===== src/rtl/maxnet_pkg.sv =====
// maxnet_pkg: shared state, status and sizing definitions for the Maxnet controller
package maxnet_pkg;
    typedef enum logic [2:0] {IDLE, INIT, LOAD, SNAP, UPDATE, CHECK, DONE} state_t;
    localparam logic [1:0] ST_NONE    = 2'b00;
    localparam logic [1:0] ST_WIN     = 2'b01;
    localparam logic [1:0] ST_ZERO    = 2'b10;
    localparam logic [1:0] ST_TIMEOUT = 2'b11;
    localparam int N_NEURONS = 4;
endpackage


===== src/rtl/maxnet_controller.sv =====
// maxnet_controller: sequences load, snapshot and update sweeps until a winner, all-zero or timeout
module maxnet_controller
    import maxnet_pkg::*;
#(
    parameter int MAX_ITER = 15,
    parameter int ITER_W   = 4
) (
    input  logic              clk,
    input  logic              rst,
    input  logic              start,
    input  logic              cnt_co,
    input  logic              single_nz,
    input  logic              all_zero,
    output logic              cnt_init,
    output logic              cnt_en,
    output logic              ld_in,
    output logic              snap,
    output logic              ld_act,
    output logic              busy,
    output logic              done,
    output logic [1:0]        status,
    output logic [ITER_W-1:0] iter
);
    localparam logic [ITER_W-1:0] MAX_I = ITER_W'(MAX_ITER);

    state_t            state_q, state_d;
    logic [1:0]        status_q, status_d;
    logic [ITER_W-1:0] iter_q, iter_d, iter_inc;

    // state, outcome and sweep count registers
    always_ff @(posedge clk or posedge rst) begin
        if (rst) begin
            state_q  <= IDLE;
            status_q <= ST_NONE;
            iter_q   <= '0;
        end else begin
            state_q  <= state_d;
            status_q <= status_d;
            iter_q   <= iter_d;
        end
    end

    // next state plus the registered outcome updates taken in INIT and CHECK
    always_comb begin
        state_d  = state_q;
        status_d = status_q;
        iter_d   = iter_q;
        iter_inc = (iter_q >= MAX_I) ? MAX_I : iter_q + ITER_W'(1);
        unique case (state_q)
            IDLE:    state_d = start ? INIT : IDLE;
            INIT: begin
                state_d  = LOAD;
                status_d = ST_NONE;
                iter_d   = '0;
            end
            LOAD:    state_d = cnt_co ? SNAP : LOAD;
            SNAP:    state_d = UPDATE;
            UPDATE:  state_d = cnt_co ? CHECK : UPDATE;
            CHECK: begin
                iter_d   = iter_inc;
                state_d  = (single_nz || all_zero || iter_inc == MAX_I) ? DONE : SNAP;
                status_d = single_nz ? ST_WIN : all_zero ? ST_ZERO :
                           (iter_inc == MAX_I) ? ST_TIMEOUT : status_q;
            end
            DONE:    state_d = start ? INIT : DONE;
            default: state_d = IDLE;
        endcase
    end

    assign cnt_init = state_q == INIT;
    assign cnt_en   = state_q == LOAD || state_q == UPDATE;
    assign ld_in    = state_q == LOAD;
    assign snap     = state_q == SNAP;
    assign ld_act   = state_q == UPDATE;
    assign busy     = state_q != IDLE && state_q != DONE;
    assign done     = state_q == DONE;
    assign status   = status_q;
    assign iter     = iter_q;
endmodule


===== config.mk =====
export PLATFORM = sky130hd
export DESIGN_NAME = maxnet_controller
export DESIGN_NICKNAME = d
export VERILOG_FILES = /design/src/rtl/maxnet_pkg.sv /design/src/rtl/maxnet_controller.sv
export SDC_FILE = /design/constraint.sdc
export NUM_CORES = 1
export LEC_CHECK = 0
export BUFFER_PORTS_ARGS = -buffer_cell sky130_fd_sc_hd__buf_2
export CORE_AREA = 2 2 39 41
export DETAILED_ROUTE_END_ITERATION = 6
export DIE_AREA = 0 0 41 43
export PLACE_DENSITY = 0.7
export SLEW_MARGIN = 10
export SYNTH_ARGS = -nofsm -noshare
export SYNTH_HDL_FRONTEND = slang
export SYNTH_SLANG_ARGS = --single-unit

===== constraint.sdc =====
create_clock -name clk -period 1.9 [get_ports clk]
set_clock_uncertainty 0.15 [all_clocks]
set_input_delay 0.19 -clock clk [delete_from_list [all_inputs] [get_ports clk]]
set_output_delay 0.19 -clock clk [all_outputs]
set_load 0.03 [all_outputs]

=== After elaboration in Yosys (flattened, before gate mapping) ===
Cells that the tools add are included.

* Output and inout bits: 13
* Input port bits: 6
* Word-level logic and storage cells: 34
* Bits in registers: 9

* Magnitude comparators: 1
* $add $sub $neg: 1
* Multiplexer cells: 12
* Eq/ne operators: 9
* Reductions and logical operators: 8

{| class="wikitable"
|+ Operator list
! cell !! count
|-
| $pmux W3 S7 || 1
|-
| $eq A3 B3 Y1 const B || 3
|-
| $pmux W4 S2 || 1
|-
| $eq A3 B2 Y1 const B || 2
|-
| $mux W2 || 3
|-
| $mux W3 || 2
|-
| $add A4 B1 Y4 const B || 1
|-
| $eq A4 B4 Y1 const B || 1
|-
| $ge A4 B4 Y1 const B || 1
|-
| $mux W4 || 1
|-
| $ne A4 B4 Y1 const B || 1
|-
| $pmux W2 S2 || 1
|-
| $eq A3 B1 Y1 const B || 1
|-
| $logic_not A3 Y1 || 1
|-
| $logic_or A1 B1 Y1 || 3
|-
| $mux W1 || 3
|-
| $ne A3 B3 Y1 const B || 1
|-
| $reduce_bool A3 Y1 || 1
|-
| $reduce_and A2 Y1 || 1
|-
| $reduce_bool A2 Y1 || 1
|-
| $logic_and A1 B1 Y1 || 1
|}

=== Depth between registers and ports, before layout ===
Gate-level depths: netlist of run 1.

* Word-level depth: 7
* Depth in mapped cells: 5
* Mapped depth without buffers: 5

=== Worst setup path before layout of run 1 ===
OpenSTA, ideal clock, no wires.

* Path type: register -> register
* Start: register iter_q[0] (netlist: iter[0])
* End: register status_q[1] (netlist: status[1])
* Path slack: 195 ps
* Arrival time: 1477 ps
* Stages on the path, launching flop included: 6
* Library setup time: 77 ps
* Required time: 1673 ps
* Cell sequence: dfrtp_1 > ha_1 > inv_1 > o41ai_2 > a21oi_1 > a21oi_1

* Cells in the longest elaborated chain, start to end: 5
* Elaborated cells between the ends (all ways): 6
* Classes of those cells: add/sub (1); order compare (1); eq/ne (2); mux (1); reduce/logical (1)

{| class="wikitable"
|+ Ends and longest elaborated chain
! element !! line !! source
|-
| start, declared || maxnet_controller.sv:28 || <nowiki>logic [ITER_W-1:0] iter_q, iter_d, iter_inc;</nowiki>
|-
| start signal, assigned || maxnet_controller.sv:39 || <nowiki>iter_q <= iter_d;</nowiki>
|-
| $add A4 B1 Y4 / $ge A4 B4 Y1 (equally long branches) || maxnet_controller.sv:48 || <nowiki>iter_inc = (iter_q >= MAX_I) ? MAX_I : iter_q + ITER_W'(1);</nowiki>
|-
| $mux W4 (*) || maxnet_controller.sv:48 ||
|-
| $eq A4 B4 Y1 (*) || maxnet_controller.sv:63 || <nowiki>(iter_inc == MAX_I) ? ST_TIMEOUT : status_q;</nowiki>
|-
| $ne A4 B4 Y1 (no source line) (*) || n/a ||
|-
| $reduce_and A2 Y1 (no source line) (*) || n/a ||
|-
| end signal, assigned || maxnet_controller.sv:38 || <nowiki>status_q <= status_d;</nowiki>
|-
| end, declared || maxnet_controller.sv:27 || <nowiki>logic [1:0] status_q, status_d;</nowiki>
|}

Mark *: on every way between the ends. The rest lies on a longest branch, timed or not.
A chain may end at the register's enable or synchronous reset.

=== Worst setup path after layout of run 1 ===
* Start: register state_q[2]
* End: output cnt_en

* Cells in the longest elaborated chain, start to end: 2
* Elaborated cells between the ends (all ways): 3
* Classes of those cells: eq/ne (2); reduce/logical (1)

{| class="wikitable"
|+ Ends and longest elaborated chain
! element !! line !! source
|-
| start, declared || maxnet_controller.sv:26 || <nowiki>state_t state_q, state_d;</nowiki>
|-
| start signal, assigned || maxnet_controller.sv:37 || <nowiki>state_q <= state_d;</nowiki>
|-
| $eq A3 B2 Y1 / $eq A3 B3 Y1 (equally long branches) || maxnet_controller.sv:71 || <nowiki>assign cnt_en = state_q == LOAD || state_q == UPDATE;</nowiki>
|-
| $logic_or A1 B1 Y1 (*) || maxnet_controller.sv:71 ||
|-
| end, declared || maxnet_controller.sv:15 || <nowiki>output logic cnt_en,</nowiki>
|}

Marks and branches as above.

==> results of run 1 <==
-- power breakdown --
part / switching, mW / total (mW) / internal (mW)
Clock: 0.0715 / 0.153 / 0.0812
Combinational: 0.471 / 0.704 / 0.233
Sequential: 0.117 / 0.383 / 0.266
Total: 0.660 / 1.24 / 0.580
-- timing repair --
action / 4_1_cts / 5_1_grt
endpoints found under the hold margin: 9 / 0
hold buffers: 1 / 0
resized for setup: 0 / 0
-- cell usage after synthesis, drive strengths merged --
cell,number,share of area (%)
nor3,2,1.8
and2b,1,1.4
nand2,4,2.8
ha,1,2.3
xnor2,1,1.6
a211oi,1,1.4
o22ai,1,1.2
o21ai,5,4.6
buf,1,0.92
nand2b,6,6.9
mux2i,1,1.8
nand3,2,1.8
a31oi,2,2.3
and3,1,1.2
dfrtp,9,42
o32ai,1,1.6
a21boi,1,1.4
o41ai,1,3.0
clkbuf,2,1.4
and2,1,1.2
nor2,7,4.9
inv,4,2.8
nor3b,1,1.4
a21oi,5,4.6
o31ai,3,4.2
-- logic make-up after synthesis --
logic type,Yosys count
AND/OR/NAND/NOR,25
AO/OA/AOI/OAI,20
flip-flops,9
buffers and inverters,7
XOR/XNOR,1
multiplexers,1
adder cells (fa/ha/maj),1
-- worst register-to-register path, cell delays in order, from the launching register on --
cell and delay (ns):
sky130_fd_sc_hd__dfrtp_1 0.45, sky130_fd_sc_hd__ha_1 0.33, sky130_fd_sc_hd__inv_1 0.06, sky130_fd_sc_hd__o41ai_2 0.39, sky130_fd_sc_hd__a21oi_1 0.12, sky130_fd_sc_hd__a21oi_1 0.12
-- flip-flops by register name, summed over array words and instances (netlist names) --
register / flops
status: 2
iter: 4
state_q: 3
-- per-stage QoR --
| step | power [mW] | cell area, µm² | setup slack [ns] | util (%) |
|---|---|---|---|---|
| 2_1_floorplan | 0.917 | 542 | 0.195 | - |
| 3_3_place_gp | 1.08 | 639 | 0.283 | 46.2 |
| 3_5_place_dp | 1.09 | 639 | 0.214 | 46.2 |
| 4_1_cts | 1.25 | 676 | 0.182 | 48.8 |
| 5_1_grt | 1.35 | 676 | 0.0802 | 48.8 |
| 6_report | 1.24 | 676 | 0.191 | 48.8 |
-- cell type report --
cell class	count	area share (%)
Tap cell	16	2.96
Clock buffer	4	3.89
Inverter	4	2.22
Multi-Input combinational cell	48	42.8
Sequential cell	9	33.3
Timing Repair Buffer	19	14.8
-- layer usage --
layer / track usage [%] / vias to the layer above / share of wire, %
met2: 23.8 / 14 / 46
met3: 3.14 / 4 / 4.1
met1: 25.0 / 249 / 48
met5: 0 / - / 0
li1: - / 267 / -
met4: 12.0 / 0 / 1.5
-- cell usage in the layout, fill, tap and decap left out, types with 2 or more instances in the layout --
cell type | synthesis | final
sky130_fd_sc_hd__nand2b_1 | 6 | 6
sky130_fd_sc_hd__nor3_1 | 2 | 2
sky130_fd_sc_hd__buf_2 | 1 | 18
sky130_fd_sc_hd__nand3_1 | 2 | 2
sky130_fd_sc_hd__dfrtp_1 | 9 | 9
sky130_fd_sc_hd__clkbuf_4 | 0 | 3
sky130_fd_sc_hd__a21oi_1 | 5 | 5
sky130_fd_sc_hd__inv_1 | 3 | 3
sky130_fd_sc_hd__a31oi_1 | 2 | 2
sky130_fd_sc_hd__nor2_1 | 7 | 7
sky130_fd_sc_hd__o31ai_1 | 3 | 3
sky130_fd_sc_hd__o21ai_0 | 4 | 4
sky130_fd_sc_hd__nand2_1 | 4 | 4
-- final timing paths --
path                            startpoint    endpoint  slack (ns)  cells past startpoint
worst max register to register     iter[0]   status[1]        0.21                      5
worst max-delay path            state_q[2]      cnt_en        0.19                      3
max in group asynchronous              rst     iter[3]        1.05                      3
min in group asynchronous              rst  state_q[0]        0.28                      3
worst min register to register   status[1]   status[1]        0.38                      2
worst min-delay path                cnt_co  state_q[0]        0.06                      3
==> reports/summary.md, run 1 <==
The number of setup buffers added after CTS is 0. Global routing used 17.8% of the available tracks across all layers. No sink is reached through more buffers than the 2 on the longest clock path.

The tools report the clock latency of the later-clocked register in the worst-skew pair as 0.26 ns. The die covers 1760 µm². Data on the critical path arrives at its endpoint at 1.37 ns. In this run the core area contains 14 standard-cell rows. The floorplan step set the die width to 41 µm. Entering global routing, the biggest net connects 13 pins. The count of distinct cell types in the synthesized netlist is 27.

Placed wire-length estimate: 898 µm. At the end of the flow, the number of nets in the layout was 92. The average detailed-routed wire length per instance is 12.3 µm, and the synthesized netlist net count is 71. Derived from the worst setup path, the maximum achievable clock frequency is 585 MHz.

The post-synthesis cell count was 64; the register cell area after layout was 225 µm². The first global-routing pass estimated 2110 µm of wire. The top-level port count is 19, and the height of the die is 43 µm. The final standard cell count with taps included and fillers excluded is 100, and the synthesized-area fraction occupied by ao, oa, aoi and oai cells is 24.2%. The actual transition at the worst max-transition pin came out at 0.380 ns. By area, the combinational part of the netlist is dominated by compound AO/OA/AOI/OAI gates. The tools report the core region area as 1380 µm². Power spread over the standard cell area amounts to 1840 nW/µm².

The area fraction in and, or, nand and nor cells after synthesis is 23.3%. Setup repair after global routing left no endpoint under its margin. The number of max-slew violations in the final report is 0. The number of DRC violations after detailed-routing iteration 0 came out at 7.

Summed over all layers, the routed wires come to 1230 µm. 0 antenna diodes ended up in the layout. Hold is met by 0.0616 ns. Setup violations remaining at the end of the flow were counted as 0. The total leakage power came out at 0.337 nW.

Highest-delay cell along the critical path: sky130_fd_sc_hd__dfrtp_1. The number of placed instances, taps included, is 95. Measured against the total synthesized area, the mux share comes to 1.85%. The number of buffers added on ports came out at 18. Among cell families on the critical path, the largest total delay comes from flip-flops. The count of nets left with antenna violations once routing finished came out at 0.

After clock tree synthesis, the clock-pin slew on the worst setup and hold paths is 0.06 ns. Clock sink total: 9. Global-route congestion overflow total: 0.

Traced cell by cell, the critical path runs through nand2b_1 -> o22ai_1 -> buf_2. For this run, the register share of the synthesized area comes to 41.6%. The worst setup path is captured at an output port. The area growth from synthesis to layout is 24.7%. Counting the buffers created by CTS gives 3. The congestion estimate from routability-driven global placement came to 0.778. TritonCTS built the clock tree. During synthesis, Yosys emitted a total of 0 warnings.

In the final layout, the share of cells above drive strength 1 is 27.4%. The initial antenna violation count came out at 0. Along the worst path, the maximum fanout reaches 12. The combined area of the multi-input logic cells is 289 µm². The critical path class is flop to output port. The min-delay analysis places its worst path in the category primary input to flop. The via count of the first global-routing pass was 466.

The kind of launch point of the worst setup path is a flop. The run gives 0 ns as the final total negative setup slack. The delay of the slowest cell on the worst path was 0.57 ns; the final critical path time including I/O delays and setup was 1.71 ns. The post-route fraction of the period consumed by the critical path is 89.9%, and the routed via count is 534.

After detailed routing, the number of remaining DRC violations is 0. The run gives 0 as the total count of hold-check failures in the final report. Measured against its own limit, the worst slew margin works out to 74.4%. The cell at the root of the clock tree was sky130_fd_sc_hd__clkbuf_4. The initial core utilization was 39.2%; the synthesized area divided by synthesized cell count was 8.47 µm². The highest ir drop seen on vdd was 0.857 mV. The fill cell instance count of the final layout came out at 140. Number of levels the H-tree was split into: 1. The total of flip-flops plus latches after synthesis was 9; the number of iterations in the first detailed-routing pass was 3. The sum of buffers and inverters on the critical path is 1, and the worst endpoint required time is 1.56 ns.

The share of the synthesized netlist area taken by xor and xnor gates came out at 1.62%. Vias per cell: 5.34. The run finished with clean final reports.

The post-synthesis share of cell area spent on full adders, half adders and majority gates was 2.31%. The synthesized netlist occupies a cell area of 542 µm². Max-cap violations in this run came to 0.
Note: power is estimated with default switching activity, not from simulation.
==> inputs of run 2 (changes only) <==
Settings changed: ABC_AREA from default to 1, PLACE_DENSITY 0.7 to 0.72.
==> run 2 against run 1 <==
Net effect:
- core utilization up 3.3 points
- hold slack worse by 0.024 ns
- cell count up 14%
- critical endpoint unchanged
- area after synthesis up 3.9%
- clock power down 5%
- fmax up 3.6%
- largest power group unchanged
- highest routed layer is now met3
- global-route usage down 2.1 points
- largest cell class unchanged
- combinational power down 7.7%
- sequential share of layout area down 2.1 points
- power down 8.8%
- flip-flop and latch count unchanged
==> reports/summary.md, run 2 <==
Final standard cell count with taps included and fillers excluded: 114 (+14%). The async set-or-reset flop fraction in the synthesized netlist was 100% (unchanged). The CTS buffer count is 3 (unchanged), and the proportion of netlist area held by the largest area contributor is 40.0% (-1.6 points).

The run gives 0 (unchanged) as the number of max-slew violations in the final report. The sequential cell area fraction in the yosys report came out at 40.0% (-1.6 points). The tools report the routability congestion estimate as 0.831 (+6.9%). The post-detailed-route count of antenna-violating nets is 0 (unchanged), and the highest ir drop seen on vdd is 0.803 mV (-6.3%).

For hold timing, the worst endpoint is state_q[0]. CTS placed an instance of sky130_fd_sc_hd__clkbuf_4 at the clock tree root. The tools report the post-synthesis cell count as 74 (+16%). The worst setup path is launched from a flop. The final total negative setup slack was 0 ns (unchanged).

The routed wire length was 1080 µm (-12%); the final design instance area without fill was 721 µm² (+6.7%). The cell area after synthesis was 563 µm² (+3.9%); the height of the die was 43 µm (unchanged). After synthesis, the cell types taking the most area are sky130_fd_sc_hd__dfrtp_1 40%, sky130_fd_sc_hd__nand2_1 14%, sky130_fd_sc_hd__nand3_1 6.2%. The commonest cells after synthesis are 21 x sky130_fd_sc_hd__nand2_1, 9 x sky130_fd_sc_hd__dfrtp_1, 9 x sky130_fd_sc_hd__inv_1, 7 x sky130_fd_sc_hd__nand3_1, 5 x sky130_fd_sc_hd__nor2_1. The logs give 0 (unchanged) for the count of antenna diodes in the layout and 1380 µm² (unchanged) for the core region area. The headroom to the max-slew limit is 76.9% (+2.5 points), and the layout net count is 106 (+15%). The tools report the clock latency of the later-clocked register in the worst-skew pair as 0.26 ns (about the same).

The post-detailed-route DRC marker count was 0 (unchanged). The clock sink total is 9 (unchanged). The run gives 40.7% (+1.5 points) as the initial core utilization. Area after detailed placement: 673 µm² (+5.3%). The logs give 19 (unchanged) for the top-level port count and 459 (-1.5%) for the via count of the first global-routing pass. The total power density per cell area works out to 1570 nW/µm² (-15%).

For the number of DRC violations after detailed-routing iteration 0, the log shows 8 (+1). The initial antenna violation count was 0 (unchanged). The run gives 0 (unchanged) as the count of final setup violators. The number of warnings reported in the yosys synthesis log came out at 0 (unchanged). The worst hold path begins at start. The fraction of final layout cells with drive strength greater than 1 was 35.7% (+8.3 points); the synthesized netlist net count was 81 (+14%). The run gives 0 (unchanged) as the number of setup buffers added after CTS. Among all cell types in the netlist, the one instantiated most often is sky130_fd_sc_hd__nand2_1. The class of the tightest hold or removal check was primary input to flop. The tools report the number of buffers on the longest clock path as 2 (unchanged). The run gives 545 (+2.1%) as the routed via count. Tracing the worst setup path back leads to its startpoint at state_q[2]. For the wire length of the first global-routing pass, the log shows 1880 µm (-11%). The fmax was 606 MHz (+3.6%).

For this run, the leading register cell type out of synthesis is sky130_fd_sc_hd__dfrtp_1. The combined area of the multi-input logic cells is 289 µm² (unchanged). The post-route fraction of the period consumed by the critical path is 86.8% (-3.1 points). The number of levels the H-tree was split into is 1 (unchanged), and the number of iterations in the first detailed-routing pass is 4 (+1). The endpoint identified for the worst register-to-register timing path is status[0]. The die width came out at 41 µm (unchanged). The top cell types in the final layout, fill and taps aside, are 21 x sky130_fd_sc_hd__nand2_1, 18 x sky130_fd_sc_hd__buf_2, 9 x sky130_fd_sc_hd__inv_1, 9 x sky130_fd_sc_hd__dfrtp_1, 7 x sky130_fd_sc_hd__nand3_1.

The tools report the count of distinct cell types in the synthesized netlist as 20 (-26%). The worst hold path depth is 3 (unchanged). The logic depth of the worst register-to-register path works out to 11 (+6). The synthesized area divided by synthesized cell count was 7.61 µm² (-10%). The delay of the slowest cell on the worst path is 0.43 ns (-0.14 ns). The number of enable-type register cells in the synthesized netlist is 0 (unchanged). The number of buffers added on ports works out to 18 (unchanged). Routed signal wires occupy layers up through met3. For the fill cell instance count of the final layout, the log shows 134 (-4.3%).

The total of flip-flops plus latches after synthesis was 9 (unchanged); the final critical path time including I/O delays and setup was 1.65 ns (-0.0594 ns). The total count of hold-check failures in the final report was 0 (unchanged); the number of flip-flops under the largest register name was 4 (unchanged). The total die area was 1760 µm² (unchanged). Traced cell by cell, the critical path runs through inv_2 -> nor3_2 -> or2_1 -> buf_2. The average detailed-routed wire length per instance came out at 9.45 µm (-23%). The worst setup path is of the flop to output port kind. The run gives 1.13 mW (-8.8%) as the overall power. The global-route congestion overflow total was 0 (unchanged).

The placed wire-length estimate was 875 µm (-2.6%). The run gives 64 µm (+25%) as the routed wire length on met3. For the max capacitance violation total, the log shows 0 (unchanged). Met1 routed wirelength after detailed routing: 485 µm (-18%).

From synthesis to final layout, the design area changed by 28.0%. The vias per cell is 4.78 (-10%), and the setup slack on the worst flop-to-flop path is 0.32 ns (+0.11 ns). The run gives 1.56 ns (about the same) as the worst endpoint required time. The most frequent standard cell in the layout excluding fill and tap cells was sky130_fd_sc_hd__nand2_1.

The worst register-to-register path begins at iter[0]. The run gives 0.421 nW (+25%) as the total leakage power. Register cell area after layout: 225 µm² (unchanged). The arrival time of data at the critical path endpoint is 1.31 ns (-0.06 ns), and the number of placement rows is 14 (unchanged). The cell total after placement is 108 (+14%), and the clock-pin slew on the worst setup and hold paths is 0.07 ns (about the same). The flow ran to the end, and the final reports show no timing, DRC or antenna violations.

The combined global-route utilization of all metal layers was 15.7% (-2.1 points). The logs give 528 µm (-6.4%) for the met2 wirelength from detailed routing and 10 (-3) for the pin count of the biggest net entering global routing. The largest individual stage delay along the critical path comes from the cell sky130_fd_sc_hd__dfrtp_1. TritonCTS built the clock tree. The largest total area in the synthesized netlist belongs to sky130_fd_sc_hd__dfrtp_1. STA classifies the critical path endpoint as an output port. The maximum net fanout on the critical path is 5 (-7), and the actual transition at the worst max-transition pin is 0.347 ns (-0.0334 ns).

Setup repair after global routing left no endpoint under its margin.
-- run 2: cell count changes after synthesis, moves of 2 or more --
cell,delta
sky130_fd_sc_hd__nor2_1,-2
sky130_fd_sc_hd__o31ai_1,-3
sky130_fd_sc_hd__nand3_2,+2
sky130_fd_sc_hd__nand3_1,+5
sky130_fd_sc_hd__clkbuf_1,-2
sky130_fd_sc_hd__a31oi_1,-2
sky130_fd_sc_hd__nand2_1,+17
sky130_fd_sc_hd__nand2b_1,-6
sky130_fd_sc_hd__o21ai_0,-2
sky130_fd_sc_hd__inv_1,+6
sky130_fd_sc_hd__inv_2,+3
sky130_fd_sc_hd__a21oi_1,-4
sky130_fd_sc_hd__nand2_2,+2
sky130_fd_sc_hd__a22o_1,+2
-- run 2: logic make-up after synthesis --
logic type / share of synthesized area (%)
fa+ha+maj: 2.22
buf+inv: 8.67
compound gates: 7.33
simple gates: 41.8
flops: 40.0
-- run 2: worst max-delay path, delay by kind of cell (launching register included) --
family,cells,cell delay (ns)
flops,1,0.43
buf+inv,2,0.33
simple gates,2,0.29
-- run 2: stage by stage --
step / util (%) / setup slack (ns) / hold WS, ns
6_report: 52.1 / 0.251 / 0.0380
5_1_grt: 52.1 / 0.111 / 0.0544
4_1_cts: 52.1 / 0.234 / 0.0301
3_5_place_dp: 48.6 / 0.331 / 0.0341
3_3_place_gp: 48.6 / 0.346 / 0.0182
2_1_floorplan: - / 0.173 / -0.132
-- run 2: cell type report --
class                   count  share of cell area [%]
flip-flops and latches      9                    31.3
repair buffers             20                    15.3
multi-input cells          52                    40.1
inverters                  13                    6.77
clock inverters             1                   0.694
clock buffers               3                    3.13
well taps                  16                    2.78
-- run 2: power breakdown --
| group | leakage (nW) | total, mW | internal, mW | switching, mW |
|---|---|---|---|---|
| logic | 0.283 | 0.650 | 0.204 | 0.446 |
| registers | 0.120 | 0.336 | 0.258 | 0.0780 |
| clock network | 0.0177 | 0.146 | 0.0776 | 0.0680 |
| total | 0.421 | 1.13 | 0.539 | 0.592 |
-- run 2: how the worst max path moves through the flow --
| stage | endpoint | slack, ns | cells past startpoint |
|---|---|---|---|
| final | cnt_en | 0.25 | 4 |
| after global routing | busy | 0.11 | 7 |
| after CTS | busy | 0.23 | 7 |
| after detailed placement | status[0] | 0.33 | 11 |
| after global placement | status[1] | 0.35 | 10 |
| after floorplan | state_q[0] | 0.17 | 6 |
-- run 2: what timing repair did --
item	CTS	global route
resized for setup	0	0
hold endpoints to repair	10	0
hold buffers	2	0
-- run 2: layer usage --
layer | vias up | track usage, %
met1 | 244 | 21.3
met2 | 13 | 21.9
met4 | 0 | 4.00
met5 | - | 0
met3 | 0 | 7.85
li1 | 288 | -
